===== src/rtl/imm_gen_pipe.sv =====
// RISC-V immediate generator with a 2-entry valid/ready skid buffer.
// Decode happens before the output register; in_ready is a flop.
module imm_gen_pipe #(
  parameter int XLEN  = 32,
  parameter int TAG_W = 5
) (
  input  logic             clk,
  input  logic             rst_n,
  input  logic             flush,
  input  logic             in_valid,
  output logic             in_ready,
  input  logic [31:0]      in_instr,
  input  logic [2:0]       in_immsrc,
  input  logic [TAG_W-1:0] in_tag,
  output logic             out_valid,
  input  logic             out_ready,
  output logic [XLEN-1:0]  out_imm,
  output logic             out_err,
  output logic [TAG_W-1:0] out_tag
);

  typedef struct packed {
    logic [XLEN-1:0]  imm;
    logic             err;
    logic [TAG_W-1:0] tag;
  } entry_t;

  logic        isI, isS, isB, isU, isJ, isZ;
  logic        illegal;
  logic [31:0] imm32;
  logic [XLEN-1:0] immX;
  logic        unusedOpcode;

  entry_t newE, outQ, skidQ, outD, skidD;
  logic   outValidQ, skidValidQ, inReadyQ;
  logic   outValidD, skidValidD;
  logic   inXfer, outXfer;

  assign unusedOpcode = ^in_instr[6:0];

  always_comb begin
    isI = (in_immsrc == 3'b000);
    isS = (in_immsrc == 3'b001);
    isB = (in_immsrc == 3'b010);
    isU = (in_immsrc == 3'b011);
    isJ = (in_immsrc == 3'b100);
    isZ = (in_immsrc == 3'b101);
    imm32   = '0;
    illegal = 1'b0;
    unique case (1'b1)
      isI: imm32 = {{20{in_instr[31]}}, in_instr[31:20]};
      isS: imm32 = {{20{in_instr[31]}}, in_instr[31:25],
                    in_instr[11:7]};
      isB: imm32 = {{19{in_instr[31]}}, in_instr[31],
                    in_instr[7], in_instr[30:25],
                    in_instr[11:8], 1'b0};
      isU: imm32 = {in_instr[31:12], 12'b0};
      isJ: imm32 = {{11{in_instr[31]}}, in_instr[31],
                    in_instr[19:12], in_instr[20],
                    in_instr[30:21], 1'b0};
      isZ: imm32 = {27'b0, in_instr[19:15]};
      default: illegal = 1'b1;
    endcase
  end

  // Z is already zero in bit 31, so one sign fill covers every format
  if (XLEN > 32) begin : gWide
    assign immX = {{(XLEN-32){imm32[31]}}, imm32};
  end else begin : gNarrow
    assign immX = imm32;
  end

  assign newE = '{imm: immX, err: illegal, tag: in_tag};

  assign inXfer  = in_valid & inReadyQ;
  assign outXfer = outValidQ & out_ready;

  always_comb begin
    outD       = outQ;
    skidD      = skidQ;
    outValidD  = outValidQ;
    skidValidD = skidValidQ;
    if (outXfer || !outValidQ) begin
      if (skidValidQ) begin
        outD       = skidQ;
        outValidD  = 1'b1;
        skidValidD = 1'b0;
      end else if (inXfer) begin
        outD      = newE;
        outValidD = 1'b1;
      end else begin
        outValidD = 1'b0;
      end
    end else if (inXfer) begin
      skidD      = newE;
      skidValidD = 1'b1;
    end
  end

  always_ff @(posedge clk or negedge rst_n) begin
    if (!rst_n) begin
      outValidQ  <= 1'b0;
      skidValidQ <= 1'b0;
      inReadyQ   <= 1'b0;
      outQ       <= '0;
      skidQ      <= '0;
    end else if (flush) begin
      outValidQ  <= 1'b0;
      skidValidQ <= 1'b0;
      inReadyQ   <= 1'b1;
    end else begin
      outValidQ  <= outValidD;
      skidValidQ <= skidValidD;
      inReadyQ   <= !skidValidD;
      outQ       <= outD;
      skidQ      <= skidD;
    end
  end

  assign in_ready  = inReadyQ;
  assign out_valid = outValidQ;
  assign out_imm   = outQ.imm;
  assign out_err   = outQ.err;
  assign out_tag   = outQ.tag;

endmodule


===== config.mk =====
export PLATFORM = sky130hd
export DESIGN_NAME = imm_gen_pipe
export DESIGN_NICKNAME = d
export VERILOG_FILES = /design/src/rtl/imm_gen_pipe.sv
export SDC_FILE = /design/constraint.sdc
export NUM_CORES = 1
export LEC_CHECK = 0
export BUFFER_PORTS_ARGS = -buffer_cell sky130_fd_sc_hd__buf_2
export CORE_MARGIN = 5
export CORE_UTILIZATION = 58
export CTS_CLUSTER_DIAMETER = 120
export DETAILED_ROUTE_END_ITERATION = 8
export PLACE_DENSITY = 0.93
export SYNTH_ARGS = -nofsm -noshare
export SYNTH_HDL_FRONTEND = slang
export SYNTH_SLANG_ARGS = --single-unit

===== constraint.sdc =====
create_clock -name clk -period 3.9 [get_ports clk]
set_input_delay 0.195 -clock clk [delete_from_list [all_inputs] [get_ports clk]]
set_output_delay 0.195 -clock clk [all_outputs]
set_load 0.02 [all_outputs]

==> flow_summary_export.csv <==
group,metric,value,unit
pwr,finalPower,2.29,mW
run,cap_violations,0,
critical_path,crit_path_end_kind,"register",
timing,tightest_slew,1.09,ns
timing,holdWs,0.00325,ns
place,place_congestion,0.918,
routing,viasPerCell,6.01,
layout,diodes,0,
critical_path,reg2reg_depth,4,
synthesis,synth_area_leader_cell,"dfrtp_1",
pwr,leakage,2.08,nW
global_routing,grt_pass1_wl,15700,um
timing,rsz0062_at_grt,"no",
hold_path,hold_path.class,"primary input to asynchronous set/reset pin",
global_routing,use_met1,30.6,%
clock_network,cts_buffers,9,
critical_path,crit_chain,"nand2b_4 -> or3_2 -> nor2_4 -> a22o_1",
floorplanning,dieArea,8370,um^2
synthesis,synth_area,3850,um^2
synthesis,ys_ff_latch,79,
clock_network,insertion_delay,0.35,ns
synthesis,ys.flop_type,"dfrtp_1",
timing,period_minus_slack,1.97,ns
clock_network,cts_max_path_buffers,2,
critical_path,slowest_stage,"or3_2",
clock_network,cts_setup_buffers,0,
timing,fmax,507,MHz
timing,fin_tns_setup,0,ns
clock_network,clockRootBuffer,"clkbuf_8",
timing,setup_violations,0,
clock_network,path_clk_slew,0.08,ns
critical_path,path_max_fanout,66,
global_routing,grt_pass1_vias,3169,
global_routing,grt_overflow,0,
timing,fin_crit_sh,50.5,%
critical_path,timing.rr.start,"out_valid",
synthesis,syn-num-nets,436,
clock_network,cts_tree,"yes",
clock_network,cts_hold_buf,0,
routing,drt-pass1-iter-count,4,
place,dp_cells,515,
layout,final_nets,494,
clock_network,clock-sinks,79,
clock_network,cts_resized,0,
critical_path,criticalPathCategory,"register to register",
run_status,status,"finished clean",
routing,wirelength,9190,um
routing,drt_iter0_markers,194,
timing,hold_viol,0,
routing,wl_per_cell,17.3,um
routing,ant_nets,0,
floorplanning,core,6390,um^2
synthesis,yosys-top-cells-area,"dfrtp_1 (51%), nand2_1 (7.5%), o211ai_2 (6.5%), a21oi_1 (3.6%), o21ai_0 (3.4%)",
place,portBuffers,77,
critical_path,r2r_setup_slack,1.93,ns
synthesis,syn_inst,391,
layout,area_growth,14.7,%
floorplanning,die_width,91.5,um
global_routing,grt_start_max_net_pins,80,
synthesis,avgSynthCellArea,9.85,um^2
routing,vias,3190,
synthesis,synth.top_cell.area_share,51.3,%
timing,slew_violations,0,
clock_network,h-tree-depth,3,
global_routing,met3_usage,4.46,%
synthesis,yosysWarnings,0,
pwr,ir_worst_vdd,0.300,mV
pwr,p_per_area,519,nW/um^2
synthesis,ys_seq_area_share,51.3,%
floorplanning,start_util,60.3,%
layout,final_cells,531,
floorplanning,fp.dieH,91.5,um
synthesis,synth_edf_count,0,
timing,clock_skew,0.00672,ns
layout,nFillCells,498,
critical_path,timing.rr.end,"skidQ[16]",
critical_path,critical_path.max_stage_delay,0.92,ns
floorplanning,pin_count,85,
synthesis,ys_async_sr_fraction,100,%
layout,layout-drive-gt1-share,28.0,%
global_routing,gr-usage-all-layers,23.0,%
global_routing,grt_use_met2,37.0,%
floorplanning,rows,29,
global_routing,grt-busiest-layer,"met2",
global_routing,antenna_found_initial,0,
timing,slew_headroom,27.5,%
critical_path,crit_arrival,2.26,ns
synthesis,ys_types,38,
place,place_hpwl,6140,um
critical_path,start_kind,"register",
critical_path,cp.required,4.19,ns
routing,drc,0,
-- state kept, by name, indices dropped and copies added, names as in the netlist --
name,count
skidQ,38
out_imm,32
out_tag,5
in_ready,1
out_err,1
out_valid,1
skidValidQ,1
-- metrics by stage --
step	worst slack, ns	util [%]	instance area [um^2]
final	1.93	69.2	4420
after global placement	2.01	65.1	4160
after detailed placement	1.95	65.1	4160
after CTS	1.93	69.2	4420
after floorplan	2.38	-	3850
after global routing	1.81	69.2	4420
-- where the power goes --
group          switching (mW)  leakage (nW)  internal (mW)
sequential             0.0804          1.01          0.965
clock                   0.290         0.126          0.489
combinational           0.298         0.944          0.172
total                   0.668          2.08           1.63
-- worst max path at each step --
stage	to	startpoint	depth (start not counted)
2_1_floorplan	skidQ[26]	out_valid	6
3_3_place_gp	skidQ[16]	out_valid	4
3_5_place_dp	skidQ[14]	out_valid	4
4_1_cts	skidQ[16]	out_valid	4
5_1_grt	skidQ[23]	out_valid	4
6_report	skidQ[16]	out_valid	4
-- cells by family (layout without fill, tap and decap cells) --
kind of cell	after synthesis	in the layout	share of synthesized area, %
AOI/OAI and AO/OA	117	117	21.5
adders and majority gates	1	1	0.292
buffers and inverters	37	100	5.72
DFF	79	79	51.3
muxes	10	10	2.76
and+or+nand+nor	147	147	18.3
-- critical path, delay by kind of cell (launching register included) --
kind | cells | cell delay [ns]
compound gates | 1 | 0.17
flops | 1 | 0.39
simple gates | 3 | 1.33
-- cell type report --
cell class	count	area, um^2	area share, %
Timing Repair Buffer	81	418	9.46
Clock buffer	10	128	2.89
Multi-Input combinational cell	275	1650	37.5
Clock inverter	6	133	3.00
Inverter	3	11.3	0.255
Tap cell	77	96.3	2.18
Sequential cell	79	1980	44.8
-- layer usage --
| metal | up-vias | routed length [um] |
|---|---|---|
| met2 | 105 | 4740 |
| met4 | 0 | 208 |
| li1 | 1502 | - |
| met3 | 17 | 632 |
| met1 | 1566 | 3610 |
| met5 | - | 0 |
-- layout by cell type (no fill, tap or decap), drive strengths merged, types with 11 or more instances in the layout --
cell type,n
nor2,12
a21oi,28
o211ai,25
dfrtp,79
nand2,77
o21ai,41
buf,81
nand2b,12
nor3b,11
nand3,25
-- cell usage after synthesis, types with 2 or more instances --
library cell and n:
nor2_1 11, mux2_2 5, buf_4 2, nand2_1 77, buf_6 8, o211ai_2 20, o211ai_1 5, buf_1 2
buf_2 10, nor2b_1 2, or3_1 3, o21ai_1 15, mux2i_1 5, nand3_1 25, nand2b_1 10, o21ai_0 26
a22o_1 6, a21oi_1 28, nor3b_1 11, a311oi_1 9, clkbuf_1 11, a221oi_1 4, inv_1 3, dfrtp_1 79
(Power assumes the default switching activity.)
